$ cat src/rtl/dmem_pkg.sv
// Shared types and helpers for the data-memory controller.
package dmem_pkg;

  localparam int unsigned NUM_PORTS = 2;

  typedef enum logic [1:0] {
    SZ_BYTE = 2'b00,
    SZ_HALF = 2'b01,
    SZ_WORD = 2'b10
  } size_e;

  typedef enum logic [1:0] {
    ST_IDLE = 2'b00,
    ST_LOAD = 2'b01,
    ST_RMW  = 2'b10,
    ST_ACK  = 2'b11
  } state_e;

  // Half needs addr[0]=0, word needs addr[1:0]=0, size 11 is never legal.
  function automatic logic is_misaligned(input logic [1:0] size,
                                         input logic [1:0] addr_lo);
    logic bad;
    case (size)
      SZ_BYTE: bad = 1'b0;
      SZ_HALF: bad = addr_lo[0];
      SZ_WORD: bad = (addr_lo != 2'b00);
      default: bad = 1'b1;
    endcase
    return bad;
  endfunction

endpackage

$ cat src/rtl/dmem_align.sv
// Little-endian lane handling: load extract/extend and store merge.
module dmem_align
  import dmem_pkg::*;
#(
  parameter int unsigned DATA_WIDTH = 32
) (
  input  logic [1:0]            i_size,
  input  logic [1:0]            i_addr_lo,
  input  logic                  i_unsigned,
  input  logic [DATA_WIDTH-1:0] i_rdata,
  input  logic [DATA_WIDTH-1:0] i_wdata,
  output logic [DATA_WIDTH-1:0] o_load_data,
  output logic [DATA_WIDTH-1:0] o_store_data
);

  logic [4:0]            w_shift;
  logic [DATA_WIDTH-1:0] w_mask;
  logic [15:0]           w_lane;

  // Select lane position, then extend on load and merge on store.
  always_comb begin
    w_shift     = 5'd0;
    w_mask      = '1;
    w_lane      = 16'(i_rdata >> w_shift);
    o_load_data = i_rdata;
    case (i_size)
      SZ_BYTE: begin
        w_shift     = {i_addr_lo, 3'b000};
        w_mask      = DATA_WIDTH'(8'hFF) << w_shift;
        w_lane      = 16'(i_rdata >> w_shift);
        o_load_data = {{(DATA_WIDTH-8){~i_unsigned & w_lane[7]}}, w_lane[7:0]};
      end
      SZ_HALF: begin
        w_shift     = {i_addr_lo[1], 4'b0000};
        w_mask      = DATA_WIDTH'(16'hFFFF) << w_shift;
        w_lane      = 16'(i_rdata >> w_shift);
        o_load_data = {{(DATA_WIDTH-16){~i_unsigned & w_lane[15]}}, w_lane};
      end
      default: begin
        o_load_data = i_rdata;
      end
    endcase
    o_store_data = (i_rdata & ~w_mask) | ((i_wdata << w_shift) & w_mask);
  end

endmodule

$ cat src/rtl/dmem_ctrl.sv
// Two-port round-robin data-memory controller with sub-word RMW stores.
module dmem_ctrl
  import dmem_pkg::*;
#(
  parameter int unsigned DATA_WIDTH = 32,
  parameter int unsigned MEM_DEPTH  = 256
) (
  input  logic                  clk,
  input  logic                  rst,
  input  logic                  req_valid    [NUM_PORTS],
  output logic                  req_ready    [NUM_PORTS],
  input  logic                  req_we       [NUM_PORTS],
  input  logic [1:0]            req_size     [NUM_PORTS],
  input  logic                  req_unsigned [NUM_PORTS],
  input  logic [DATA_WIDTH-1:0] req_addr     [NUM_PORTS],
  input  logic [DATA_WIDTH-1:0] req_wdata    [NUM_PORTS],
  output logic                  resp_valid   [NUM_PORTS],
  output logic                  resp_err     [NUM_PORTS],
  output logic [DATA_WIDTH-1:0] resp_rdata   [NUM_PORTS],
  output logic                  mem_wen,
  output logic [DATA_WIDTH-1:0] mem_addr,
  output logic [DATA_WIDTH-1:0] mem_wdata,
  input  logic [DATA_WIDTH-1:0] mem_rdata
);

  localparam int unsigned IDX_W = $clog2(MEM_DEPTH);
  localparam int unsigned LA_W  = IDX_W + 2;

  state_e                r_state;
  logic                  r_last_grant;
  logic                  r_port;
  logic                  r_err;
  logic                  r_unsigned;
  logic [1:0]            r_size;
  logic [LA_W-1:0]       r_addr;
  logic [DATA_WIDTH-1:0] r_wdata;

  logic                  w_any;
  logic                  w_win;
  logic                  w_accept;
  logic                  w_misal;
  logic                  w_we;
  logic [1:0]            w_size;
  logic [DATA_WIDTH-1:0] w_load_data;
  logic [DATA_WIDTH-1:0] w_store_data;
  logic                  w_unused;

  // Address bits above the word index are don't-care.
  assign w_unused = ^{req_addr[0][DATA_WIDTH-1:LA_W], req_addr[1][DATA_WIDTH-1:LA_W]};

  // Round-robin: on a tie the port not granted last wins.
  assign w_any    = req_valid[0] | req_valid[1];
  assign w_win    = (req_valid[0] && req_valid[1]) ? ~r_last_grant : req_valid[1];
  assign w_accept = (r_state == ST_IDLE) && w_any && !rst;
  assign w_we     = req_we[w_win];
  assign w_size   = req_size[w_win];
  assign w_misal  = is_misaligned(w_size, req_addr[w_win][1:0]);

  dmem_align #(
    .DATA_WIDTH (DATA_WIDTH)
  ) u_align (
    .i_size       (r_size),
    .i_addr_lo    (r_addr[1:0]),
    .i_unsigned   (r_unsigned),
    .i_rdata      (mem_rdata),
    .i_wdata      (r_wdata),
    .o_load_data  (w_load_data),
    .o_store_data (w_store_data)
  );

  // FSM, grant history and request latch.
  always_ff @(posedge clk) begin
    if (rst) begin
      r_state      <= ST_IDLE;
      r_last_grant <= 1'b1;
      r_port       <= 1'b0;
      r_err        <= 1'b0;
      r_unsigned   <= 1'b0;
      r_size       <= 2'b00;
      r_addr       <= '0;
      r_wdata      <= '0;
    end else begin
      case (r_state)
        ST_IDLE: begin
          if (w_accept) begin
            r_last_grant <= w_win;
            r_port       <= w_win;
            r_err        <= w_misal;
            r_unsigned   <= req_unsigned[w_win];
            r_size       <= w_size;
            r_addr       <= req_addr[w_win][LA_W-1:0];
            r_wdata      <= req_wdata[w_win];
            if (w_misal)                r_state <= ST_ACK;
            else if (!w_we)             r_state <= ST_LOAD;
            else if (w_size == SZ_WORD) r_state <= ST_ACK;
            else                        r_state <= ST_RMW;
          end
        end
        default: r_state <= ST_IDLE;
      endcase
    end
  end

  // Handshake, memory and response drive; everything held low during reset.
  always_comb begin
    for (int p = 0; p < int'(NUM_PORTS); p++) begin
      req_ready[p]  = 1'b0;
      resp_valid[p] = 1'b0;
      resp_err[p]   = 1'b0;
      resp_rdata[p] = '0;
    end
    mem_wen   = 1'b0;
    mem_addr  = '0;
    mem_wdata = '0;
    if (!rst) begin
      case (r_state)
        ST_IDLE: begin
          if (w_any) begin
            req_ready[w_win] = 1'b1;
            if (!w_misal) begin
              mem_addr = DATA_WIDTH'(req_addr[w_win][LA_W-1:2]);
              if (w_we && (w_size == SZ_WORD)) begin
                mem_wen   = 1'b1;
                mem_wdata = req_wdata[w_win];
              end
            end
          end
        end
        ST_LOAD: begin
          resp_valid[r_port] = 1'b1;
          resp_rdata[r_port] = w_load_data;
        end
        ST_RMW: begin
          mem_wen            = 1'b1;
          mem_addr           = DATA_WIDTH'(r_addr[LA_W-1:2]);
          mem_wdata          = w_store_data;
          resp_valid[r_port] = 1'b1;
        end
        default: begin
          resp_valid[r_port] = 1'b1;
          resp_err[r_port]   = r_err;
        end
      endcase
    end
  end

endmodule
$ cat config.mk
export PLATFORM = sky130hd
export DESIGN_NAME = dmem_ctrl
export DESIGN_NICKNAME = d
export VERILOG_FILES = /design/src/rtl/dmem_pkg.sv /design/src/rtl/dmem_align.sv /design/src/rtl/dmem_ctrl.sv
export SDC_FILE = /design/constraint.sdc
export NUM_CORES = 1
export LEC_CHECK = 0
export ABC_CLOCK_PERIOD_IN_PS = 1780
export BUFFER_PORTS_ARGS = -buffer_cell sky130_fd_sc_hd__buf_2
export CORE_AREA = 2 2 118 120
export CTS_BUF_LIST = sky130_fd_sc_hd__clkbuf_8
export CTS_CLUSTER_SIZE = 25
export DETAILED_ROUTE_END_ITERATION = 8
export DIE_AREA = 0 0 120 122
export PLACE_DENSITY = 0.75
export SLEW_MARGIN = 30
export SYNTH_ARGS = -nofsm -noshare
export SYNTH_HDL_FRONTEND = slang
export SYNTH_HIERARCHICAL = 1
export SYNTH_SLANG_ARGS = --single-unit
$ cat constraint.sdc
create_clock -name clk -period 1.78 [get_ports clk]
set_input_delay 0.445 -clock clk [delete_from_list [all_inputs] [get_ports clk]]
set_output_delay 0.445 -clock clk [all_outputs]
set_load 0.01 [all_outputs]
==> results.cfg, run 1 <==
[run_status]
outcome = complete, but fails checks
violations = negative setup slack

[finish]
fin_cells = 1193
syn_to_final_growth_pct = 77.65
final_nets = 1184
layout-drive-gt1-share_pct = 58.54
diodes = 0
finalInstanceArea_um2 = 9049
fin_util_pct = 67.01
fill_cells = 1028

[floorplan]
start_util_pct = 37.72
die_width_um = 120
core_area_um2 = 13500
fp-row-count = 43
chipHeight_um = 122
pin_count = 307
die_area_um2 = 14640

[worst_setup_path]
startpoint_type = register
endpoint_kind = output pin
arrival_ps = 2000
worstPathCellList = nor3b_4, buf_6, mux2_4, mux2_4, nand2_4, o21ai_2, buf_2
r2r_cells = 8
crit_fanout = 6
crit_required_ps = 1330
crit_path_end = mem_wdata[14]
worstSetupPathType = register to output pin
rrSetupSlack_ps = 40
max_stage_delay_ps = 410
cp_common_cell = mux2_4
r2r_start = r_last_grant
cpMaxStageDelayCell = dfxtp_4
r2r-end = r_addr[3]
crit_start = r_addr[0]

[global_routing]
grt_overflow = 0
grt_usage_pct = 28.18
grt_pass1_vias = 6216
antenna_found_initial = 0
grt_pass1_wl_um = 32600
grt_max_degree = 42

[logic_synthesis]
synth_cells = 672
synth_cell_types = 54
synth-edff-count = 0
async_reset_ff_share_pct = 0
netlist_area_um2 = 5094
synth_ff_type = dfxtp_1
synth_top_area_share_pct = 19.65
yosys_warnings = 6
synthTopCellsByArea = dfxtp_1 (20%), mux2i_1 (9.6%), and2_1 (8.0%), o21ai_2 (5.3%), nor2_1 (5.3%)
synth_top_area_cell = dfxtp_1
syn_avg_cell_area_um2 = 7.580
ys_seq_elements = 50
synth-seq-area-share_pct = 19.65

[worst_hold_path]
hold_path_class = primary input to register
whs_path_depth = 2
min_from = req_unsigned[1]

[detailed_routing]
drc = 0
avgRoutedWirePerCell_um = 18.40
wirelength_um = 21960
vias = 6526
detail-route-antenna-nets = 0
drtIter0Drc = 443
viasPerCell = 5.470
first_pass_iters = 5

[timing]
period_needed_ps = 2447
slew_viol_final = 0
clock.fmax_ghz = 0.4087
skew_ps = 12.08
setup_viol = 107
hold_ws_ps = 374.1
rsz0062_at_grt = yes
finalHoldViolCount = 0
timing.final.crit_share_pct = 137.5
fin_setup_tns_ps = -59620
fin_ws_ps = -666.6

[job]
maxCapViolCount = 0

[clock_tree]
cts_inserted_buffers = 5
clk_pin_slew_worst_paths_ps = 100
ctsRootBufferMaster = clkbuf_8
worstSkewPairLatency_ps = 310
ctsLongestPathBuffers = 2
cts_tree = built
h-tree-depth = 2
cts_sinks = 50
hold_buffers = 0

[power_and_ir_drop]
design_power_total_mw = 5.751
powerDensity_nw_per_um2 = 635.6
p_leak_nw = 4.180
vdd_drop_max_mv = 0.4240

[placed_design]
dp_hpwl_um = 15170
postPlaceCellArea_um2 = 7654
routabilityCongestion = 0.8792
dp_slack_ps = -463.8
dpl.cell_count = 1154
numPortBuffers = 238
[cells in the final DEF (no fill, tap or decap), types with 12 or more instances in the layout]
cell type and n:
and2_4 30, o21ai_2 21, buf_12 22, nand2_1 50
conb_1 24, nor2_1 68, o21ai_4 25, buf_6 56
and2_1 35, dfxtp_1 43, buf_4 111, buf_2 194
mux2_4 18, nand3_1 17, mux2i_1 31, a211oi_1 32
nand2b_1 12, a21oi_1 24
[sequential cells by signal, summed over array words and instances, names as in the netlist]
register and cells:
r_err 1, r_unsigned 1, r_addr 10, r_state 2
r_wdata 32, r_size 2, r_last_grant 1, r_port 1
[where the power goes]
group	switching (mW)	total (mW)	internal (mW)	leakage, nW
clock	0.389	0.800	0.410	0.0607
sequential	0.174	1.46	1.28	0.419
combinational	1.76	3.50	1.74	3.70
total	2.32	5.75	3.43	4.18
[timing repair]
item,4_1_cts,5_1_grt
endpoints found under the setup margin,107,111
resized for setup,119,67
cloned,6,3
pin swaps,27,30
buffers inserted,18,7
hold endpoints to repair,0,0
[worst max-delay path, delay by kind of cell, from the launching register on]
| kind | cells | cell delay (ps) |
|---|---|---|
| compound gates | 1 | 40 |
| mux | 2 | 590 |
| simple gates | 2 | 350 |
| buf+inv | 2 | 320 |
| flops | 1 | 410 |
[cell type report]
cell class	count	area, um2	share of cell area, %
Sequential cell	50	1020	11.27
Clock inverter	3	37.54	0.4148
Timing Repair Buffer	390	3048	33.68
Clock buffer	5	68.82	0.7605
Multi-Input combinational cell	558	4619	51.05
Inverter	7	30.03	0.3319
Tap cell	180	225.2	2.489
[cells by family after synthesis]
family | after synthesis | synth area share (%)
mux | 75 | 15.60
flops | 50 | 19.65
buf+inv | 89 | 9.703
simple gates | 256 | 25.30
other cells | 1 | 0.07362
compound gates | 201 | 29.67
[Yosys cell counts, drive strengths merged (2+ instances only)]
library cell  number
nor4               2
o221ai             8
nor2              73
clkbuf            28
buf               54
o21ai             55
and2              65
or2                3
nand3             18
a22oi              8
a31oi              9
nand2             59
dfxtp             50
nor2b              2
a21oi             43
inv                7
nor3               7
mux2i             49
a221o              8
mux2              25
a2111oi            2
a211oi            40
nand2b            13
a311oi             4
o22a               9
and3               9
a211o              8
o22ai              2
and2b              2
nor3b              2
[per-layer routing]
layer | GRT usage, % | up-vias | wire, um
met5 | 0 | - | 0
met4 | 11.40 | 0 | 801
met3 | 5.009 | 57 | 1799
met2 | 49.64 | 359 | 10930
met1 | 33.87 | 3054 | 8427
li1 | - | 3056 | -
[how the worst min path moves through the flow]
stage,end,slack (ps)
2_1_floorplan,r_err,430
3_3_place_gp,r_err,460
3_5_place_dp,r_err,460
4_1_cts,r_unsigned,370
5_1_grt,r_unsigned,370
6_report,r_unsigned,370
Power figures use the tool's default switching activity.
==> run 2, diff against run 1 <==
--- a/config.mk
+++ b/config.mk
@@ -5,14 +5,14 @@
 export SDC_FILE = /design/constraint.sdc
 export NUM_CORES = 1
 export LEC_CHECK = 0
-export ABC_CLOCK_PERIOD_IN_PS = 1780
+export ABC_CLOCK_PERIOD_IN_PS = 3140
 export BUFFER_PORTS_ARGS = -buffer_cell sky130_fd_sc_hd__buf_2
 export CORE_AREA = 2 2 118 120
 export CTS_BUF_LIST = sky130_fd_sc_hd__clkbuf_8
 export CTS_CLUSTER_SIZE = 25
 export DETAILED_ROUTE_END_ITERATION = 8
 export DIE_AREA = 0 0 120 122
-export PLACE_DENSITY = 0.75
+export PLACE_DENSITY = 0.72
 export SLEW_MARGIN = 30
 export SYNTH_ARGS = -nofsm -noshare
 export SYNTH_HDL_FRONTEND = slang
==> constraint.sdc (replaced) <==
create_clock -name clk -period 3.14 [get_ports clk]
set_input_delay 0.785 -clock clk [delete_from_list [all_inputs] [get_ports clk]]
set_output_delay 0.785 -clock clk [all_outputs]
set_load 0.01 [all_outputs]
==> run 2 against run 1 <==
  * The flow now finishes without violations
  * Clock skew is 5.3 ps lower
  * Register-to-register slack better by 1300 ps
  * Sequential power is 44% lower
  * Critical path type is now primary input to output pin
  * Largest cell class unchanged
==> results.cfg, run 2 (synthesis gave the netlist of run 1 again) <==
[run_status]
outcome = finished clean

[worst_setup_path]
rrSetupSlack_ps = 1360
crit_path_end = mem_wdata[12]
worstSetupPathType = primary input to output pin
startpoint_type = primary input
cpMaxStageDelayCell = mux2i_1
worstPathCellList = buf_2, a21boi_4, buf_4, mux2i_1, o21ai_2, buf_2
path_delay_family = buffers and inverters
r2r-end = r_addr[2]
crit_start = req_valid[1]
cp_num_cells = 6
arrival_ps = 2240
endpoint_kind = output pin
path_buf_inv = 3
cp_common_cell = buf_2
max_stage_delay_ps = 410
crit_fanout = 22
r2r_start = r_state[0]
r2r_cells = 4
crit_required_ps = 2350

[finish]
fin_util_pct = 48.35
multi_input_area_um2 = 3711
layout-drive-gt1-share_pct = 38.31
syn_to_final_growth_pct = 28.17
largest_reg_flops = 32
diodes = 0
finalInstanceArea_um2 = 6529
final_nets = 1057
reg_top3 = r_wdata x32, r_addr x10
fill_cells = 1371
top_register = r_wdata
seq_area_um2 = 1001
mostFrequentLayoutCells = buf_2 (238), nor2_1 (72), and2_1 (65), nand2_1 (59), dfxtp_1 (50)
mostFrequentLayoutCell = buf_2

[detailed_routing]
drtIter0Drc = 354
avgRoutedWirePerCell_um = 16.84
first_pass_iters = 7
detail-route-antenna-nets = 0
vias = 5706
viasPerCell = 5.358
drc = 0
wirelength_um = 17930

[global_routing]
grt_pass1_vias = 4940
grt_usage_pct = 23.19
grt_overflow = 0
grt_max_degree = 40
grt_pass1_wl_um = 26730
antenna_found_initial = 0

[worst_hold_path]
min_from = r_err
hold_path_class = register to register

[clock_tree]
hold_buffers = 0
h-tree-depth = 2
cts.repair.resized = 0
worstSkewPairLatency_ps = 310
cts_inserted_buffers = 5
ctsRootBufferMaster = clkbuf_8
cts_tree = built
post_cts_buffers = 0
clk_pin_slew_worst_paths_ps = 90
cts_sinks = 50
ctsLongestPathBuffers = 2

[power_and_ir_drop]
vdd_drop_max_mv = 0.1997
powerDensity_nw_per_um2 = 373.5
design_power_total_mw = 2.439
p_leak_nw = 3.166

[timing]
setup_viol = 0
slew_headroom_pct = 46.14
timing.final.crit_share_pct = 96.23
slew_viol_final = 0
period_needed_ps = 3022
clock.fmax_ghz = 0.3309
finalHoldViolCount = 0
max_slew.worst_pin.slew_ps = 805.3
hold_ws_ps = 477.8
fin_setup_tns_ps = 0
rsz0062_at_grt = no
skew_ps = 6.806

[placed_design]
dp_hpwl_um = 14110
numPortBuffers = 238
postPlaceCellArea_um2 = 6425
routabilityCongestion = 0.9064

[floorplan]
core_area_um2 = 13500
die_area_um2 = 14640
chipHeight_um = 122
die_width_um = 120
pin_count = 307
fp-row-count = 43
start_util_pct = 37.72

[job]
maxCapViolCount = 0
==> run 2: cell types whose count changed in the layout (fill, tap and decap cells not counted), sizes merged <==
cell      change
clkinvlp      +1
nand3         -1
buf         -122
o21ai         -1
clkbuf        -3
inv           -1
bufinv        -1
==> run 2: per-layer routing <==
metal	global-route usage, %	part of all wire [%]
met1	29.51	42
met2	41.05	49
met3	4.213	7.8
met4	4.632	1.1
met5	0	0
==> run 2: report_power, final <==
group / total, mW / internal [mW] / switching [mW]
combinational: 1.23 / 0.528 / 0.707
clock: 0.384 / 0.153 / 0.231
sequential: 0.820 / 0.723 / 0.0972
==> run 2: cell type report <==
cell class,count,share of cell area (%)
Clock buffer,5,1.054
Clock inverter,2,0.2300
Inverter,7,0.4025
Multi-Input combinational cell,556,56.84
Sequential cell,50,15.33
Tap cell,180,3.450
Timing Repair Buffer,265,22.69
==> run 2: how the worst min path moves through the flow <==
stage,endpoint,slack [ps],cells past startpoint
2_1_floorplan,r_err,430,1
3_3_place_gp,r_err,460,1
3_5_place_dp,r_err,450,1
4_1_cts,r_err,480,1
5_1_grt,r_err,490,1
6_report,r_err,480,1
==> run 2: stage by stage <==
| step | setup WS [ps] | cells |
|---|---|---|
| 3_3_place_gp | 138.2 | 1057 |
| 6_report | 118.3 | 1065 |
| 4_1_cts | 98.34 | 1064 |
| 3_5_place_dp | 93.91 | 1057 |
| 5_1_grt | 23.07 | 1065 |
| 2_1_floorplan | 516.6 | 695 |
==> run 2: worst register-to-register path, stage by stage, from the launching register on <==
cell and delay (ps):
dfxtp_1 410, nor3_4 720, buf_4 310, nor2_1 60
a211oi_1 200
